### config.mk
export PLATFORM = sky130hd
export DESIGN_NAME = req_priority_encoder_flat
export DESIGN_NICKNAME = d
export VERILOG_FILES = /design/src/rtl/req_priority_encoder_if.sv /design/src/rtl/req_priority_encoder.sv /design/src/flat_wrapper.sv
export SDC_FILE = /design/constraint.sdc
export NUM_CORES = 1
export LEC_CHECK = 0
export BUFFER_PORTS_ARGS = -buffer_cell sky130_fd_sc_hd__buf_2
export CAP_MARGIN = 10
export CORE_AREA = 4 4 41 43
export DETAILED_ROUTE_END_ITERATION = 12
export DIE_AREA = 0 0 45 47
export PLACE_DENSITY = 0.69
export SETUP_SLACK_MARGIN = 0.15
export SYNTH_ARGS = -nofsm -noshare
export SYNTH_HDL_FRONTEND = slang
export SYNTH_SLANG_ARGS = --single-unit
### constraint.sdc
create_clock -name clk -period 5.3 [get_ports clk]
set_clock_uncertainty 0.2 [all_clocks]
set_input_delay 1.06 -clock clk [delete_from_list [all_inputs] [get_ports clk]]
set_output_delay 1.06 -clock clk [all_outputs]
set_load 0.02 [all_outputs]
### src/rtl/req_priority_encoder_if.sv
// Request-in / code-out bundle for the sequential 8-to-3 priority encoder.
// The encoder is the master of the code channel; the consumer/source is the slave.
interface req_priority_encoder_if;
  logic [7:0] req;
  logic [2:0] out_code;
  logic       out_valid;
  logic       out_ready;
  logic [7:0] pending;
  logic       idle;

  modport master (
    input  req,
    input  out_ready,
    output out_code,
    output out_valid,
    output pending,
    output idle
  );

  modport slave (
    output req,
    output out_ready,
    input  out_code,
    input  out_valid,
    input  pending,
    input  idle
  );
endinterface

### src/rtl/req_priority_encoder.sv
// Sequential 8-to-3 encoder: sticky pending register of request lines, one
// binary line index emitted per valid/ready transfer. Fixed priority (bit 7
// wins) or round-robin starting just after the last granted index.
module req_priority_encoder #(
  parameter bit ROUND_ROBIN = 1'b0
) (
  input  logic                         clk,
  input  logic                         rst_n,
  req_priority_encoder_if.master       bus
);

  localparam int NUM_LINES = 8;
  localparam int IDX_W     = 3;

  logic [NUM_LINES-1:0] pending_q, pending_d;
  logic                 out_valid_q, out_valid_d;
  logic [IDX_W-1:0]     out_code_q, out_code_d;
  logic [IDX_W-1:0]     rr_ptr_q, rr_ptr_d;

  logic [IDX_W-1:0]     sel_idx;
  logic [IDX_W-1:0]     cand;
  logic                 load;
  logic [NUM_LINES-1:0] grant_mask;

  // Pick one pending line; looks only at registered pending, never at req.
  always_comb begin
    sel_idx = '0;
    cand    = '0;
    if (ROUND_ROBIN) begin
      // Scan downward from the farthest offset so the nearest set bit at or
      // after rr_ptr is the last assignment; 3-bit add gives the 7->0 wrap.
      for (int k = NUM_LINES-1; k >= 0; k--) begin
        cand = rr_ptr_q + IDX_W'(k);
        if (pending_q[cand]) sel_idx = cand;
      end
    end else begin
      // Ascending scan: highest set index is the one that sticks.
      for (int i = 0; i < NUM_LINES; i++) begin
        if (pending_q[i]) sel_idx = IDX_W'(i);
      end
    end
  end

  // A new code may be loaded whenever something is pending and the output
  // slot is empty or being drained this very cycle.
  always_comb begin
    load = (pending_q != '0) && (!out_valid_q || bus.out_ready);
  end

  // Per-line pending update: clear the granted line, then OR in req so a
  // request arriving on the grant edge keeps the bit set.
  for (genvar g = 0; g < NUM_LINES; g++) begin : g_line
    always_comb begin
      grant_mask[g] = load && (sel_idx == IDX_W'(g));
      pending_d[g]  = (pending_q[g] & ~grant_mask[g]) | bus.req[g];
    end
  end

  // Output slot and round-robin pointer next-state.
  always_comb begin
    out_valid_d = out_valid_q;
    out_code_d  = out_code_q;
    rr_ptr_d    = rr_ptr_q;
    if (load) begin
      out_valid_d = 1'b1;
      out_code_d  = sel_idx;
      rr_ptr_d    = sel_idx + IDX_W'(1);
    end else if (out_valid_q && bus.out_ready) begin
      // Delivered with nothing behind it; code keeps its last value.
      out_valid_d = 1'b0;
    end
  end

  // State registers; reset drops all pending requests and any held grant.
  always_ff @(posedge clk or negedge rst_n) begin
    if (!rst_n) begin
      pending_q   <= '0;
      out_valid_q <= 1'b0;
      out_code_q  <= '0;
      rr_ptr_q    <= '0;
    end else begin
      pending_q   <= pending_d;
      out_valid_q <= out_valid_d;
      out_code_q  <= out_code_d;
      rr_ptr_q    <= rr_ptr_d;
    end
  end

  // Observability and idle, all from registered state.
  always_comb begin
    bus.out_code  = out_code_q;
    bus.out_valid = out_valid_q;
    bus.pending   = pending_q;
    bus.idle      = (pending_q == '0) && !out_valid_q;
  end

endmodule
### src/flat_wrapper.sv
// flat-port wrapper written by rule: the top's interface ports become plain ports
module req_priority_encoder_flat 
#(
  parameter bit ROUND_ROBIN = 1'b0
)
  (clk, rst_n, bus_req, bus_out_ready, bus_out_code, bus_out_valid, bus_pending, bus_idle);
  req_priority_encoder_if bus_i ();
  input  logic clk;
  input  logic rst_n;
  input wire logic [$bits(bus_i.req)-1:0] bus_req;
  input wire logic [$bits(bus_i.out_ready)-1:0] bus_out_ready;
  output wire logic [$bits(bus_i.out_code)-1:0] bus_out_code;
  output wire logic [$bits(bus_i.out_valid)-1:0] bus_out_valid;
  output wire logic [$bits(bus_i.pending)-1:0] bus_pending;
  output wire logic [$bits(bus_i.idle)-1:0] bus_idle;
  assign bus_i.req = bus_req;
  assign bus_i.out_ready = bus_out_ready;
  assign bus_out_code = bus_i.out_code;
  assign bus_out_valid = bus_i.out_valid;
  assign bus_pending = bus_i.pending;
  assign bus_idle = bus_i.idle;
  req_priority_encoder #(.ROUND_ROBIN(ROUND_ROBIN)) u_core (.clk(clk), .rst_n(rst_n), .bus(bus_i));
endmodule
==> results.md, run 1 <==
- Sw Share: 0.219
- Nets: 90
- Hold violation count in the final report: 0
- Clock root cell: clkbuf_4
- Worst hold path class: register to register
- Area fraction in compound gates after synthesis: 0.205
- Rel. slew slack: 0.644
- Critical path endpoint category: output pin
- Gpl congestion: 0.710
- CP arrival: between 1500 and 2000 ps
- Largest net degree at the start of global routing: 13
- Syn_area_per_cell: 10.3 µm²
- Total core area: 1300 µm²
- Synth top area cells: dfrtp_1, a21o_1, nand2b_1, o21ai_0, nor2_1
- Synth Area in XOR/XNOR: 0
- Clk_lat worst skew: 270 ps
- # diodes: 0
- Layout cell share with drive strength beyond 1: 0.359
- Max cap viols: 0
- Tmin final: between 2000 and 3000 ps
- Port Buf Inserts: 23
- #FFs+latches synth: 12
- Count leader, synth: dfrtp_1
- DIE HEIGHT: roughly 47 µm
- Simple-gate share of the synthesized area: 0.210
- Clock power frac: 0.381
- Sequential share of the synthesized area: 0.571
- Die Wd: about 45 µm
- Initial core utilization: 0.404
- Worst r2r path cells: 4
- Comb pwr share: 0.093
- Htree depth: 1
- Top_reg_cell synth: dfrtp_1
- PostCTS Resize Cnt: 0
- Final core utilization: 0.535
- Post-synth EDFFs: 0
- Pwr Density: 264 nW/µm²
- Hold depth: 2
- Final setup violation count: 0
- Setup bufs post-CTS: 0
- DP HPWL: 892 µm
- Vias in the first global route: ~400
- DRC viols: 0
- Unrepaired setup endpoints after global routing: no
- Commonest cells in the netlist: dfrtp_1, a21o_1, nor2_1
- Int Pwr: 143 µW
- CTS tree: built
- Share of the synthesized area in the top cell type: 0.571
- Synth Instances: ~50
- Row count: 13
- Clock buffer depth: 2
- First DRT Iteration DRCs: 1
- Clock sinks: 12
- Worst path required time: 4040 ps
- Worst vdd ir: 207 µV
- Avg WL per Cell: 11.8 µm
- Post-synthesis cell type count: 15
- Psw: between 40 and 50 µW
- I/O Pins: 24
- CTS buffer count: 3
- Critical path launch point type: register
- Vias per inst: 4.96
- Fmax: 346 MHz
- Slew @ Worst Pin: 530 ps
- Syn_nets: 62
- Synth Area in Adders: 0
- Synth area leader: dfrtp_1
- Syn. warnings: 0
- Largest family of logic cells by synthesized area: simple AND/OR/NAND/NOR gates
- Netlist Area Pre-Place: 526 µm²
- Global-route wire length before repair: roughly 1700 µm
- Detail Route Antenna Nets: 0
- DIE AREA: roughly 2100 µm²
- Via count: about 460
- Kind of critical path: register to output pin
- Max Fanout on Critical Path: 6
- P_leak: 0.277 nW
- Synthesis-to-finish area growth: 32.4%
- Clock transition at path regs: 70 ps
- Total Wirelength: 1100 µm
- Asr flop ratio synth: 1.00
- Outcome: finished clean
- Final period util: 0.545
- Overflow after GRT: 0
- Mux cell area share after synthesis: 0
- Slew Viols, Final: 0
- Reg power frac: 0.526
- Initial antenna violation count: 0
- Initial DRT Pass Iterations: 4
- Setup TNS: 0 ps
- GRT Resource Usage Total: 0.119
- Hold-fix buffers, CTS: 0
power groups by stage:
stage / Clock [mW] / Combinational, mW / Sequential [mW]
after floorplan: 0 / 0.00489 / 0.102
after global placement: 0 / 0.0173 / 0.0983
after detailed placement: 0 / 0.0174 / 0.0984
after CTS: 0.0724 / 0.0174 / 0.0966
after global routing: 0.0761 / 0.0188 / 0.0971
final: 0.0699 / 0.0170 / 0.0967
final timing paths:
path | startpoint | endpoint | slack [ps]
max in group asynchronous | rst_n | u_core.bus.pending[0] | 4240
min reg2reg | u_core.bus.out_code[2] | u_core.bus.out_code[2] | 330
min | u_core.bus.out_code[2] | u_core.bus.out_code[2] | 330
min in group asynchronous | rst_n | u_core.bus.out_code[1] | 450
max reg2reg | u_core.bus.pending[4] | u_core.bus.pending[1] | 3380
max | u_core.bus.pending[2] | bus_idle | 2410
kinds of logic (layout without fill, tap and decap cells):
family	after synthesis	count (layout)
DFF	12	12
buffers and inverters	2	29
AOI/OAI and AO/OA	16	16
and+or+nand+nor	21	21
state kept, by name, summed over array words and instances, names as in the netlist:
signal                cells
u_core.bus.out_valid      1
u_core.bus.out_code       3
u_core.bus.pending        8
through the flow:
step	total power [mW]	instance area (µm²)	setup slack (ps)	hold slack [ps]	std cells
final	0.184	696	2410	327	93
after global routing	0.192	696	2250	355	93
after CTS	0.186	696	2400	334	93
after detailed placement	0.116	659	2710	318	89
after global placement	0.116	659	2760	308	89
after floorplan	0.107	526	2700	414	51
cell type report:
cell class | count | area, µm²
clock buffers | 4 | 36.3
fillers | 132 | 606
inverters | 2 | 7.51
multi-input cells | 37 | 218
flip-flops and latches | 12 | 300
well taps | 15 | 18.8
repair buffers | 23 | 115
critical path, stage by stage (launching register included):
cell,delay (ps)
dfrtp_1,430
nor4_1,510
nand2_1,150
nor2_1,110
buf_2,170
routing by layer:
layer	wire length (µm)	global-route usage	up-vias
li1	-	-	235
met1	489	0.143	205
met2	489	0.181	19
met3	112	0.0690	2
met4	9	0.0351	0
met5	0	0	-
placed cells by master (no fill, tap or decap):
master and instances:
buf_2 23, dfrtp_1 12, nor2_1 6, a21o_1 6, nand2b_1 5, o21ai_0 5, nand2_1 4, clkbuf_4 3
inv_1 2, nor2b_1 2, nor4_1 2, a21oi_1 2, nand4_1 1, o221a_1 1, or4b_1 1, a31oi_1 1
o21ba_2 1, clkbuf_8 1
Note: power is estimated with default switching activity, not from simulation.
==> run 2, diff against run 1 <==
Settings changed: CORE_AREA 4 4 41 43 to not set, CORE_MARGIN set to 4, CORE_UTILIZATION set to 39, DIE_AREA 0 0 45 47 to not set, PLACE_DENSITY 0.69 to 0.71.
Clock period 5.3 ns to 2.65 ns, I/O delays scaled along.
==> run 2 against run 1 <==
Against the previous run: register-to-register slack got worse by 2700 ps; die area is 5.5% lower; worst hold slack worse by 95 ps; count of clock-buffer cells in the layout unchanged; wire length is 5.4% higher; setup slack worse by 2000 ps; largest cell class unchanged; largest power group unchanged; final cell count did not move; combinational power increased by 110%; first-iteration DRC count rose to 9.0 times the previous value; power is 100% higher; sequential share of layout area decreased by 1.3 points; non-clock buffer count up 1.
==> results.md, run 2 (synthesized netlist as in run 1, its figures left out) <==
- DP HPWL: 925 µm (was 892 µm)
- Layout cell share with drive strength beyond 1: 0.380 (was 0.359)
- Commonest non-fill, non-tap cell in the layout: buf_2 (unchanged)
- Critical path endpoint category: output pin (unchanged)
- Detail Route Antenna Nets: 0 (unchanged)
- Worst path required time: 1920 ps (was 4040 ps)
- Initial DRT Pass Iterations: 4 (unchanged)
- CP Launch Point: u_core.bus.pending[4] (was u_core.bus.pending[2])
- Clock root cell: clkbuf_4 (unchanged)
- Via count: 478 (was 461)
- Final setup violation count: 0 (unchanged)
- Setup TNS: 0 ps (unchanged)
- Synthesis-to-finish area growth: 36.4% (was 32.4%)
- GRT Resource Usage Total: 0.133 (was 0.119)
- Slew @ Worst Pin: 409 ps (was 530 ps)
- Reg power frac: 0.519 (was 0.526)
- Global-route wire length before repair: 1980 µm (was 1730 µm)
- Hold Slack: 232 ps (was 327 ps)
- Rel. slew slack: 0.727 (was 0.644)
- Row count: 12 (was 13)
- Tmin final: 2220 ps
- Unrepaired setup endpoints after global routing: no (unchanged)
- Max reg flops: 8 (unchanged)
- CTS tree: built (unchanged)
- Slew Viols, Final: 0 (unchanged)
- Max cap viols: 0 (unchanged)
- Hold violation count in the final report: 0 (unchanged)
- Overflow after GRT: 0 (unchanged)
- DRC viols: 0 (unchanged)
- Worst hold path class: input port to register (was register to register)
- Fmax: 451 MHz
- Reg2reg start: u_core.bus.pending[4] (unchanged)
- Total Wirelength: 1160 µm (was 1100 µm)
- Vias in the first global route: 462 (was 403)
- Kind of critical path: register to output pin (unchanged)
- Port Buf Inserts: 23 (unchanged)
- Commonest cells after routing, fill and taps aside: buf_2, dfrtp_1, nor2_1, a21o_1 (unchanged)
- Worst vdd ir: 314 µV (was 207 µV)
- Clock power frac: 0.386 (was 0.381)
- Worst Setup EP: bus_idle (unchanged)
- P_leak: 0.282 nW (was 0.277 nW)
- Initial core utilization: 0.443 (was 0.404)
- Sw Share: 0.231 (was 0.219)
- Clk_lat worst skew: 270 ps (about the same)
- R2R setup slack: 710 ps (was 3380 ps)
- I/O Pins: 24 (unchanged)
- DIE AREA: 2000 µm² (was 2120 µm²)
- Htree depth: 1 (unchanged)
- Pwr Density: 521 nW/µm² (was 264 nW/µm²)
- # diodes: 0 (unchanged)
- Max Fanout on Critical Path: 6 (unchanged)
- Psw: 86.2 µW (was 40.3 µW)
- Largest net degree at the start of global routing: 13 (unchanged)
- Clock transition at path regs: 80 ps (was 70 ps)
- Total core area: 1190 µm² (was 1300 µm²)
- Initial antenna violation count: 0 (unchanged)
- Comb pwr share: 0.095 (was 0.093)
- Nets: 91 (was 90)
- Vias per inst: 5.14 (was 4.96)
- Outcome: finished clean (unchanged)
- Gpl congestion: 0.770 (was 0.710)
- Clock sinks: 12 (unchanged)
- R2r endpoint: u_core.bus.pending[1] (unchanged)
- Int Pwr: 288 µW (was 143 µW)
- Avg WL per Cell: 12.5 µm (was 11.8 µm)
- CTS buffer count: 3 (unchanged)
- Worst r2r path cells: 4 (unchanged)
- Final period util: 0.837
- Critical path launch point type: register (unchanged)
- CP arrival: 1490 ps (was 1630 ps)
- Die Wd: 44.7 µm (was 45 µm)
- Clock buffer depth: 2 (unchanged)
- DIE HEIGHT: 44.7 µm (was 47 µm)
- First DRT Iteration DRCs: 9 (was 1)
run 2: cell count changes in the layout (fill, tap and decap cells not counted), sizes merged:
| cell | change |
|---|---|
| dlygate4sd3 | +1 |
run 2: repair_timing:
| action | in CTS | in global routing |
|---|---|---|
| setup endpoints to repair | 0 | 1 |
| hold buffers | 1 | 0 |
| buffers inserted | 0 | 0 |
| endpoints found under the hold margin | 12 | 0 |
| resized for setup | 0 | 2 |
run 2: layer usage:
| layer | wire [µm] | global-route usage | up-vias |
|---|---|---|---|
| li1 | - | - | 237 |
| met2 | 537 | 0.221 | 20 |
| met5 | 0 | 0 | - |
| met1 | 515 | 0.168 | 219 |
| met3 | 104 | 0.0239 | 2 |
| met4 | 5 | 0.0542 | 0 |
run 2: worst min path at each step:
stage,from,endpoint,slack [ps],cells past startpoint
4_1_cts,bus_req[0],u_core.bus.pending[0],230,2
2_1_floorplan,rst_n,u_core.bus.out_code[0],30,0
3_5_place_dp,rst_n,u_core.bus.pending[6],220,1
3_3_place_gp,rst_n,u_core.bus.pending[7],220,1
6_report,bus_req[7],u_core.bus.pending[7],230,2
5_1_grt,bus_req[0],u_core.bus.pending[0],240,2
run 2: cell type report:
type	count	area, µm²
fillers	115	469
clock buffers	4	36.3
flip-flops and latches	12	300
multi-input cells	37	230
repair buffers	24	125
inverters	2	7.51
well taps	14	17.5
run 2: stage by stage:
step	cells	setup WS (ps)	cell area (µm²)	power, mW	utilization
2_1_floorplan	51	577	526	0.213	-
3_3_place_gp	88	638	658	0.231	0.555
3_5_place_dp	88	590	658	0.232	0.555
4_1_cts	93	283	704	0.377	0.594
5_1_grt	93	235	717	0.389	0.604
6_report	93	433	717	0.374	0.604
run 2: worst max-delay path, cell delays in order, from the launching register on:
cell     delay, ps
dfrtp_1        450
nor4_2         400
nand2_1        110
nor2_1          90
buf_2          160
run 2: power by group through the flow:
| stage | clock (mW) | sequential, mW | combinational [mW] |
|---|---|---|---|
| after floorplan | 0 | 0.203 | 0.00979 |
| after global placement | 0 | 0.197 | 0.0345 |
| after detailed placement | 0 | 0.197 | 0.0351 |
| after CTS | 0.147 | 0.194 | 0.0363 |
| after global routing | 0.154 | 0.195 | 0.0397 |
| final | 0.144 | 0.194 | 0.0356 |
==> run 3, diff against run 2 <==
Clock period 2.65 ns to 2 ns, I/O delays scaled along.
==> run 3 against run 2 <==
Against the previous run: global-route usage up 2.0 points; wire length increased by 24%; power increased by 34%; critical path depth stayed put; count of clock-buffer cells in the layout unchanged; sequential share of layout area decreased by 7.3 points; via count up 16%; clock power rose by 32%.
==> results.md, run 3 (synthesized netlist as in run 1, its figures left out) <==
- P_leak: 0.395 nW (was 0.282 nW)
- WP buf/inv: 1 (unchanged)
- Worst r2r path cells: 5 (was 4)
- Vias in the first global route: 508 (was 462)
- Slowest-stage cell, CP: dfrtp_1 (unchanged)
- First DRT Iteration DRCs: 8 (was 9)
- Family with the most delay on the worst path: simple AND/OR/NAND/NOR gates (unchanged)
- CP Launch Point: u_core.bus.pending[0] (was u_core.bus.pending[4])
- Worst hold path class: input port to register (unchanged)
- Gpl congestion: 0.753 (was 0.770)
- Comb pwr share: 0.110 (was 0.095)
- Initial core utilization: 0.443 (unchanged)
- Slew @ Worst Pin: 304 ps (was 409 ps)
- Port Buf Inserts: 23 (unchanged)
- Unrepaired setup endpoints after global routing: yes (was no)
- Outcome: finished clean (unchanged)
- Hold Slack: 99.2 ps (was 232 ps)
- Kind of critical path: register to output pin (unchanged)
- Setup TNS: 0 ps (unchanged)
- Clock sinks: 12 (unchanged)
- Final Worst Setup Slack: 31.4 ps (was 433 ps)
- Commonest non-fill, non-tap cell in the layout: buf_2 (unchanged)
- # diodes: 0 (unchanged)
- Htree depth: 1 (unchanged)
- DP HPWL: 976 µm (was 925 µm)
- Clock root cell: clkbuf_4 (unchanged)
- Pwr Density: 569 nW/µm² (was 521 nW/µm²)
- Rel. slew slack: 0.796 (was 0.727)
- Worst vdd ir: 508 µV (was 314 µV)
- Hold violation count in the final report: 0 (unchanged)
- Worst Setup EP: bus_idle (unchanged)
- Fill count: 92 (was 115)
- CTS buffer count: 3 (unchanged)
- Pre-CTS WS: 190 ps (was 590 ps)
- Detail Route Antenna Nets: 0 (unchanged)
- R2R setup slack: 120 ps (was 710 ps)
- Int Pwr: 386 µW (was 288 µW)
- DRC viols: 0 (unchanged)
- Reg2reg start: u_core.bus.pending[4] (unchanged)
- DIE AREA: 2000 µm² (unchanged)
- CP max stage delay: 420 ps (was 450 ps)
- Initial DRT Pass Iterations: 4 (unchanged)
- Final period util: 0.984
- Commonest cells after routing, fill and taps aside: buf_2, buf_4, dfrtp_1, a21o_1 (was buf_2, dfrtp_1, nor2_1, a21o_1)
- Avg WL per Cell: 13.5 µm (was 12.5 µm)
- Initial antenna violation count: 0 (unchanged)
- Synthesis-to-finish area growth: 67.1% (was 36.4%)
- Max cap viols: 0 (unchanged)
- Max reg flops: 8 (unchanged)
- Clk_lat worst skew: 270 ps (about the same)
- Fmax: 508 MHz
- Clock buffer depth: 2 (unchanged)
- I/O Pins: 24 (unchanged)
- DIE HEIGHT: 44.7 µm (unchanged)
- Nets: 105 (was 91)
- Tmin final: 1970 ps
- WP depth: 4 (unchanged)
- Max Fanout on Critical Path: 2 (was 6)
- Critical path launch point type: register (unchanged)
- Critical path endpoint category: output pin (unchanged)
- Sw Share: 0.228 (was 0.231)
- Overflow after GRT: 0 (unchanged)
- CP arrival: 1370 ps (was 1490 ps)
- Layout cell share with drive strength beyond 1: 0.559 (was 0.380)
- Die Wd: 44.7 µm (unchanged)
- Via count: 554 (was 478)
- Vias per inst: 5.18 (was 5.14)
- Largest net degree at the start of global routing: 13 (unchanged)
- Final setup violation count: 0 (unchanged)
- GRT Resource Usage Total: 0.153 (was 0.133)
- Global-route wire length before repair: 2150 µm (was 1980 µm)
- R2r endpoint: u_core.bus.pending[1] (unchanged)
- Total Wirelength: 1440 µm (was 1160 µm)
- Reg power frac: 0.510 (was 0.519)
- Row count: 12 (unchanged)
- Worst path required time: 1400 ps (was 1920 ps)
- Clock power frac: 0.380 (was 0.386)
- CTS tree: built (unchanged)
- Crit path cell chain: nor4_4 > nand2_4 > nor2_4 > buf_6 (was nor4_2 > nand2_1 > nor2_1 > buf_2)
- Total core area: 1190 µm² (unchanged)
- Psw: 114 µW (was 86.2 µW)
- Clock transition at path regs: 70 ps (was 80 ps)
- Slew Viols, Final: 0 (unchanged)
[run 3: power groups by stage]
stage	clock (mW)	sequential (mW)	combinational [mW]
floorplan	0	0.270	0.0130
global placement	0	0.261	0.0473
detailed placement	0	0.261	0.0476
CTS	0.197	0.255	0.0537
global route	0.212	0.256	0.0605
finish	0.190	0.255	0.0548
[run 3: through the flow]
step | instances | util | area (µm²) | total power, mW
2_1_floorplan | 51 | - | 543 | 0.283
3_3_place_gp | 91 | 0.589 | 698 | 0.308
3_5_place_dp | 91 | 0.589 | 698 | 0.308
4_1_cts | 103 | 0.701 | 832 | 0.506
5_1_grt | 107 | 0.741 | 878 | 0.529
6_report | 107 | 0.741 | 878 | 0.500
[run 3: layout make-up]
cell class                 count  area [µm²]  share of cell area
clock buffer                   4        36.3              0.0413
sequential                    12         304               0.346
inverter                       2        7.51             0.00855
tap                           14        17.5              0.0199
multi-input combinational     37         273               0.311
timing repair buffer          38         240               0.274
[run 3: worst min path at each step]
stage | startpoint | cells past startpoint | end
final | bus_req[5] | 2 | u_core.bus.pending[5]
after global routing | bus_req[0] | 2 | u_core.bus.pending[0]
after CTS | bus_req[0] | 2 | u_core.bus.pending[0]
after detailed placement | rst_n | 1 | u_core.bus.out_code[2]
after global placement | rst_n | 1 | u_core.bus.out_code[2]
after floorplan | rst_n | 0 | u_core.bus.out_code[0]
[run 3: timing repair]
action	in CTS	in global routing
pin swaps	4	6
setup endpoints to repair	1	5
gates resized for setup	8	4
hold endpoints to repair	12	0
hold buffers	1	0
setup buffers	7	4
cloned	0	0
[run 3: layer usage]
metal	wire, µm	global-route usage	vias to the layer above	part of all wire
met5	0	0	-	0
met4	24	0.0904	0	0.017
met3	128	0.0319	2	0.089
met2	709	0.269	22	0.49
met1	579	0.167	262	0.40
li1	-	-	268	-
